--- src/rtl/alu_pkg.sv ---
// Shared types, widths and the ALU function for the result sequencer
// and the 7-segment display stage.
package alu_pkg;

    localparam int OPW  = 5;
    localparam int RESW = OPW + 1;

    typedef enum logic [2:0] {
        OP_ADD  = 3'b000,
        OP_SUB  = 3'b001,
        OP_RSV2 = 3'b010,
        OP_RSV3 = 3'b011,
        OP_EQ   = 3'b100,
        OP_LT   = 3'b101,
        OP_GT   = 3'b110,
        OP_NE   = 3'b111
    } alu_op_e;

    typedef enum logic [1:0] {
        LOAD_A = 2'b00,
        LOAD_B = 2'b01,
        EXEC   = 2'b10,
        SHOW   = 2'b11
    } seq_state_e;

    function automatic logic op_invalid(input alu_op_e op);
        return (op == OP_RSV2) || (op == OP_RSV3);
    endfunction

    // Operands are widened by one bit first, so ADD/SUB cannot overflow.
    function automatic logic [RESW-1:0] alu_exec(
        input alu_op_e               op,
        input logic signed [OPW-1:0] a,
        input logic signed [OPW-1:0] b
    );
        logic signed [RESW-1:0] ea;
        logic signed [RESW-1:0] eb;
        logic        [RESW-1:0] r;
        ea = {a[OPW-1], a};
        eb = {b[OPW-1], b};
        case (op)
            OP_ADD:  r = ea + eb;
            OP_SUB:  r = ea - eb;
            OP_EQ:   r = {{(RESW-1){1'b0}}, ea == eb};
            OP_LT:   r = {{(RESW-1){1'b0}}, ea < eb};
            OP_GT:   r = {{(RESW-1){1'b0}}, ea > eb};
            OP_NE:   r = {{(RESW-1){1'b0}}, ea != eb};
            default: r = '0;
        endcase
        return r;
    endfunction

endpackage

--- src/rtl/alu_op_sequencer_btn_conditioner.sv ---
// Push-button conditioner: 2-flop sync,
// optional debounce, one-cycle press pulse.
module btn_conditioner #(
  parameter int unsigned DEB_CYCLES = 500000
) (
  input  logic clk,
  input  logic rst_n,
  input  logic btn_n,
  output logic pulse
);

  logic s1;
  logic s2;
  logic lvl;
  logic lvl_q;

  always_ff @(posedge clk or negedge rst_n) begin
    if (!rst_n) begin
      s1 <= 1'b0;
      s2 <= 1'b0;
    end else begin
      s1 <= ~btn_n;
      s2 <= s1;
    end
  end

`ifdef ALU_SEQ_DEBOUNCE_EN
  localparam int unsigned CW =
    $clog2(DEB_CYCLES + 1);

  logic [CW-1:0] cnt;

  always_ff @(posedge clk or negedge rst_n) begin
    if (!rst_n) begin
      cnt <= '0;
      lvl <= 1'b0;
    end else if (s2 == lvl) begin
      cnt <= '0;
    end else if (cnt == CW'(DEB_CYCLES - 1)) begin
      cnt <= '0;
      lvl <= s2;
    end else begin
      cnt <= cnt + 1'b1;
    end
  end
`else
  assign lvl = s2;
`endif

  always_ff @(posedge clk or negedge rst_n) begin
    if (!rst_n) lvl_q <= 1'b0;
    else        lvl_q <= lvl;
  end

  assign pulse = lvl & ~lvl_q;

endmodule

--- src/rtl/alu_op_sequencer.sv ---
// Two-press operand/opcode capture and
// single ALU execution for the display stage.
module alu_op_sequencer
  import alu_pkg::*;
#(
  parameter int unsigned DEB_CYCLES = 500000
) (
  input  logic            clk,
  input  logic            rst_n,
  input  logic [OPW-1:0]  sw_opnd,
  input  logic [2:0]      sw_instr,
  input  logic            btn_go_n,
  input  logic            btn_clr_n,
  output logic [RESW-1:0] C,
  output logic [2:0]      instr,
  output logic            res_valid,
  output logic            op_err,
  output logic [1:0]      state_led
);

  logic go_p;
  logic clr_p;

  btn_conditioner #(
    .DEB_CYCLES(DEB_CYCLES)
  ) u_go (
    .clk(clk), .rst_n(rst_n),
    .btn_n(btn_go_n), .pulse(go_p)
  );

  btn_conditioner #(
    .DEB_CYCLES(DEB_CYCLES)
  ) u_clr (
    .clk(clk), .rst_n(rst_n),
    .btn_n(btn_clr_n), .pulse(clr_p)
  );

  seq_state_e     state;
  seq_state_e     state_nx;
  logic [OPW-1:0] a_q;
  logic [OPW-1:0] b_q;
  alu_op_e        op_q;
  logic           ld_a;
  logic           ld_b;
  logic           do_exec;
  logic           drop;

  always_ff @(posedge clk or negedge rst_n) begin
    if (!rst_n) state <= LOAD_A;
    else        state <= state_nx;
  end

  always_comb begin
    state_nx = state;
    if (clr_p) begin
      state_nx = LOAD_A;
    end else begin
      case (state)
        LOAD_A: if (go_p) state_nx = LOAD_B;
        LOAD_B: if (go_p) state_nx = EXEC;
        EXEC:   state_nx = SHOW;
        SHOW:   if (go_p) state_nx = LOAD_B;
        default: state_nx = LOAD_A;
      endcase
    end
  end

  always_comb begin
    ld_a    = !clr_p && go_p &&
              (state == LOAD_A ||
               state == SHOW);
    ld_b    = !clr_p && go_p &&
              (state == LOAD_B);
    do_exec = !clr_p && (state == EXEC);
    drop    = clr_p ||
              (go_p && state == SHOW);
  end

  always_ff @(posedge clk or negedge rst_n) begin
    if (!rst_n) begin
      a_q  <= '0;
      b_q  <= '0;
      op_q <= OP_ADD;
    end else begin
      if (ld_a) a_q <= sw_opnd;
      if (ld_b) begin
        b_q  <= sw_opnd;
        op_q <= alu_op_e'(sw_instr);
      end
    end
  end

  always_ff @(posedge clk or negedge rst_n) begin
    if (!rst_n) begin
      C         <= '0;
      instr     <= 3'b000;
      res_valid <= 1'b0;
      op_err    <= 1'b0;
    end else if (do_exec) begin
      C         <= alu_exec(op_q, a_q, b_q);
      instr     <= op_q;
      res_valid <= 1'b1;
      op_err    <= op_invalid(op_q);
    end else if (drop) begin
      res_valid <= 1'b0;
      op_err    <= 1'b0;
    end
  end

  assign state_led = state;

endmodule

--- config.mk ---
export PLATFORM = sky130hd
export DESIGN_NAME = alu_op_sequencer
export DESIGN_NICKNAME = d
export VERILOG_FILES = /design/src/rtl/alu_pkg.sv /design/src/rtl/alu_op_sequencer_btn_conditioner.sv /design/src/rtl/alu_op_sequencer.sv
export SDC_FILE = /design/constraint.sdc
export NUM_CORES = 1
export LEC_CHECK = 0
export CAP_MARGIN = 20
export CORE_UTILIZATION = 48
export CTS_CLUSTER_DIAMETER = 100
export DETAILED_ROUTE_END_ITERATION = 10
export PLACE_DENSITY = 0.75
export RECOVER_POWER = 50
export SLEW_MARGIN = 30
export SYNTH_ARGS = -nofsm -noshare
export SYNTH_HDL_FRONTEND = slang
export SYNTH_SLANG_ARGS = --single-unit
--- constraint.sdc ---
create_clock -name clk -period 1.85 [get_ports clk]
set_input_delay 0.4625 -clock clk [delete_from_list [all_inputs] [get_ports clk]]
set_output_delay 0.4625 -clock clk [all_outputs]
set_load 0.02 [all_outputs]
==> impl_metrics.ini <==
[run_status]
status = finished, violations left
violations = setup timing

[drt]
vias = 1250
post-route-drc-count = 0
antenna_left = 0
routed_wl_um = 3290
drt_iter0_markers = 32
post_drt_wl_per_cell_um = 13.77
vias_per_cell = 5.230
first_pass_iters = 4

[cts]
clkTransAtPathRegs_ns = 0.09
ctsHoldBuffers = 0
clock-sinks = 32
cts-root-buf = clkbuf_4
cts_buffers = 5
clk_latency_ns = 0.33
clockBufferDepth = 2
cts_tree = done
htree_levels = 2

[yosys]
synth_simple_gate_area_frac = 0.1187
yosysSeqAreaShare = 0.4661
synth_top_cell_area_share = 0.4661
synth_compound_area_frac = 0.1442
postSynthRegisterBits = 32
muxShareOfSynthArea = 0.06555
avgSynthCellArea_sq_um = 11.01
synth_top_family_by_area = compound AO/OA/AOI/OAI gates
synth_xor_area_frac = 0.01529
syn-cell-area_sq_um = 1718
yosys_warnings = 0
yosysUniqueCellTypes = 40
yosys.area.top_type = dfrtp_1
synthTopCellsByArea = dfrtp_1 (47%), ha_1 (10%), mux2_2 (6.6%)
syn_inst = 156
async_reset_ff_frac = 1.000
ys.flop_type = dfrtp_1
synthAdderAreaFrac = 0.1253
syn_nets = 184
synth-edff-count = 0

[timing]
timing.final.crit_share = 1.038
slew_headroom = 0.4859
rsz0062_at_grt = yes
setup_viol = 1
drv_slew = 0
clock.fmax_mhz = 520.9
setup_ws_ns = -0.06985
final.setup_skew_ns = 0.008637
tightest_slew_ns = 0.7711
finalWorstPathRequiredPeriod_ns = 1.920
hold_viol = 0
hold_ws_ns = 0.3551

[place]
dp.cells = 230
portBuffers = 24
dp_hpwl_um = 2539
gp_congestion = 0.8404

[global_routing]
grt_pass1_vias = 1182
grt_use_met2 = 0.3395
grt_max_degree = 33
grt.overflow.total = 0
grt_usage = 0.1996
gr-max-usage-layer = met2
met3_usage = 0.06418
use_met1 = 0.2316
antenna_found_initial = 0
grt_pass1_wl_um = 5340

[layout]
drive_gt1_frac = 0.2435
area_growth_pct = 27.09
fin_cells = 239
diodes = 0
nets = 221

[die]
fp.dieArea_sq_um = 3822
core_sq_um = 3390
initial_core_util = 0.5068
die_y_um = 61.83
die_w_um = 61.83
rows = 21
ioPinCount = 25

[setup_path]
endpoint_kind = register
path_class = register to register
cp.arrival_ns = 2.14
startpoint_type = register
crit-reg2reg-launch = a_q[0]
crit_path_max_fanout = 2
worstPathRequired_ns = 2.07
ff2ff_path_depth = 8
worstSetupStartpoint = a_q[0]

[min_path]
whs_path_depth = 0
hold_path_class = register to register
hp-start = u_go.s1

[power_and_ir_drop]
powerDensity_nw_per_um2 = 1944
leakage_nw = 0.9708
ir_drop_v = 0.0009512

[flow_run]
cap_violations = 0
==> logic make-up (layout without fill, tap and decap cells) <==
family                   Yosys count  after routing
buffers and inverters             21             58
AND/OR/NAND/NOR                   37             37
flip-flops                        32             32
XOR/XNOR                           3              3
multiplexers                      10             10
AO/OA/AOI/OAI                     37             37
adder cells (fa/ha/maj)           16             16
==> cells in the final DEF, fill, tap and decap left out, types with 4 or more instances in the layout <==
cell / Yosys / layout
dfrtp_1: 32 / 31
clkdlybuf4s50_1: 0 / 19
inv_1: 14 / 12
buf_4: 1 / 12
nand2_1: 10 / 10
mux2_2: 10 / 10
o21ai_0: 9 / 9
ha_1: 14 / 8
a21oi_1: 8 / 7
nor2_1: 5 / 5
clkbuf_4: 0 / 5
nand2b_1: 4 / 4
nor3_1: 4 / 4
a21o_1: 4 / 4
a22o_1: 4 / 4
==> critical path: stages (launching register included) <==
cell       delay, ns
dfrtp_1         0.39
buf_4           0.13
ha_2            0.18
fa_2            0.34
nor3b_1         0.16
a2111oi_2       0.24
a21oi_2         0.06
xnor2_1         0.13
a22o_1          0.19
==> cells in the mapped netlist (all sizes together) (2+ instances only) <==
cell type and n:
nand3 2, buf 3, nand2 10, o21ai 11
a21o 4, nor2b 2, ha 14, mux2 10
dfrtp 32, a21oi 8, nor3 4, a41oi 2
and3 3, clkbuf 4, a22o 4, nand3b 2
nor2 5, fa 2, nand2b 4, inv 14
xnor2 3
==> metrics by stage <==
step | total power, mW | area [sq um] | util | setup TNS, ns | setup slack, ns
final | 4.245 | 2183 | 0.6441 | -0.06985 | -0.06985
after global routing | 4.611 | 2183 | 0.6441 | -0.3147 | -0.1800
after CTS | 4.144 | 2135 | 0.6298 | -0.07526 | -0.07526
after detailed placement | 3.625 | 2049 | 0.6047 | -0.1515 | -0.07593
after global placement | 3.559 | 2049 | 0.6047 | -0.06687 | -0.05148
after floorplan | 2.835 | 1728 | - | 0 | 0.006892
==> sequential cells by signal, indices dropped and copies added, names as in the netlist <==
register     cells
res_valid        1
op_q             3
u_go.lvl_q       1
b_q              5
a_q              5
u_go.s1          1
u_clr.lvl        1
state_led        2
C                6
op_err           1
u_clr.s1         1
u_clr.lvl_q      1
u_go.lvl         1
instr            3
==> power by group <==
part / total [mW] / internal [mW] / switching [mW]
logic: 2.53 / 1.33 / 1.20
clock network: 0.432 / 0.215 / 0.217
registers: 1.28 / 0.986 / 0.293
==> layer usage <==
layer	part of all wire	vias up
met5	0	-
met4	0.018	0
met3	0.040	6
met2	0.50	22
met1	0.45	601
li1	-	621
==> worst paths after layout <==
check	slack, ns	to
setup / recovery	-0.07	C[4]
hold / removal	0.36	u_go.lvl
setup reg to reg	-0.07	C[4]
hold reg to reg	0.36	u_go.lvl
max in group asynchronous	0.59	a_q[1]
min in group asynchronous	0.73	op_q[2]
==> cell type report <==
cell class                 instances  area [sq um]
inverter                          14         52.55
clock buffer                       7         65.06
tap                               46         57.56
multi-input combinational        103         873.3
fill                             256          1206
timing repair buffer              37         332.8
sequential                        32         802.0
==> timing repair <==
item | 4_1_cts | 5_1_grt
pin swaps | 3 | 2
resized for setup | 6 | 7
setup endpoints to repair | 4 | 4
buffers inserted | 1 | 1
Power figures use the tool's default switching activity.
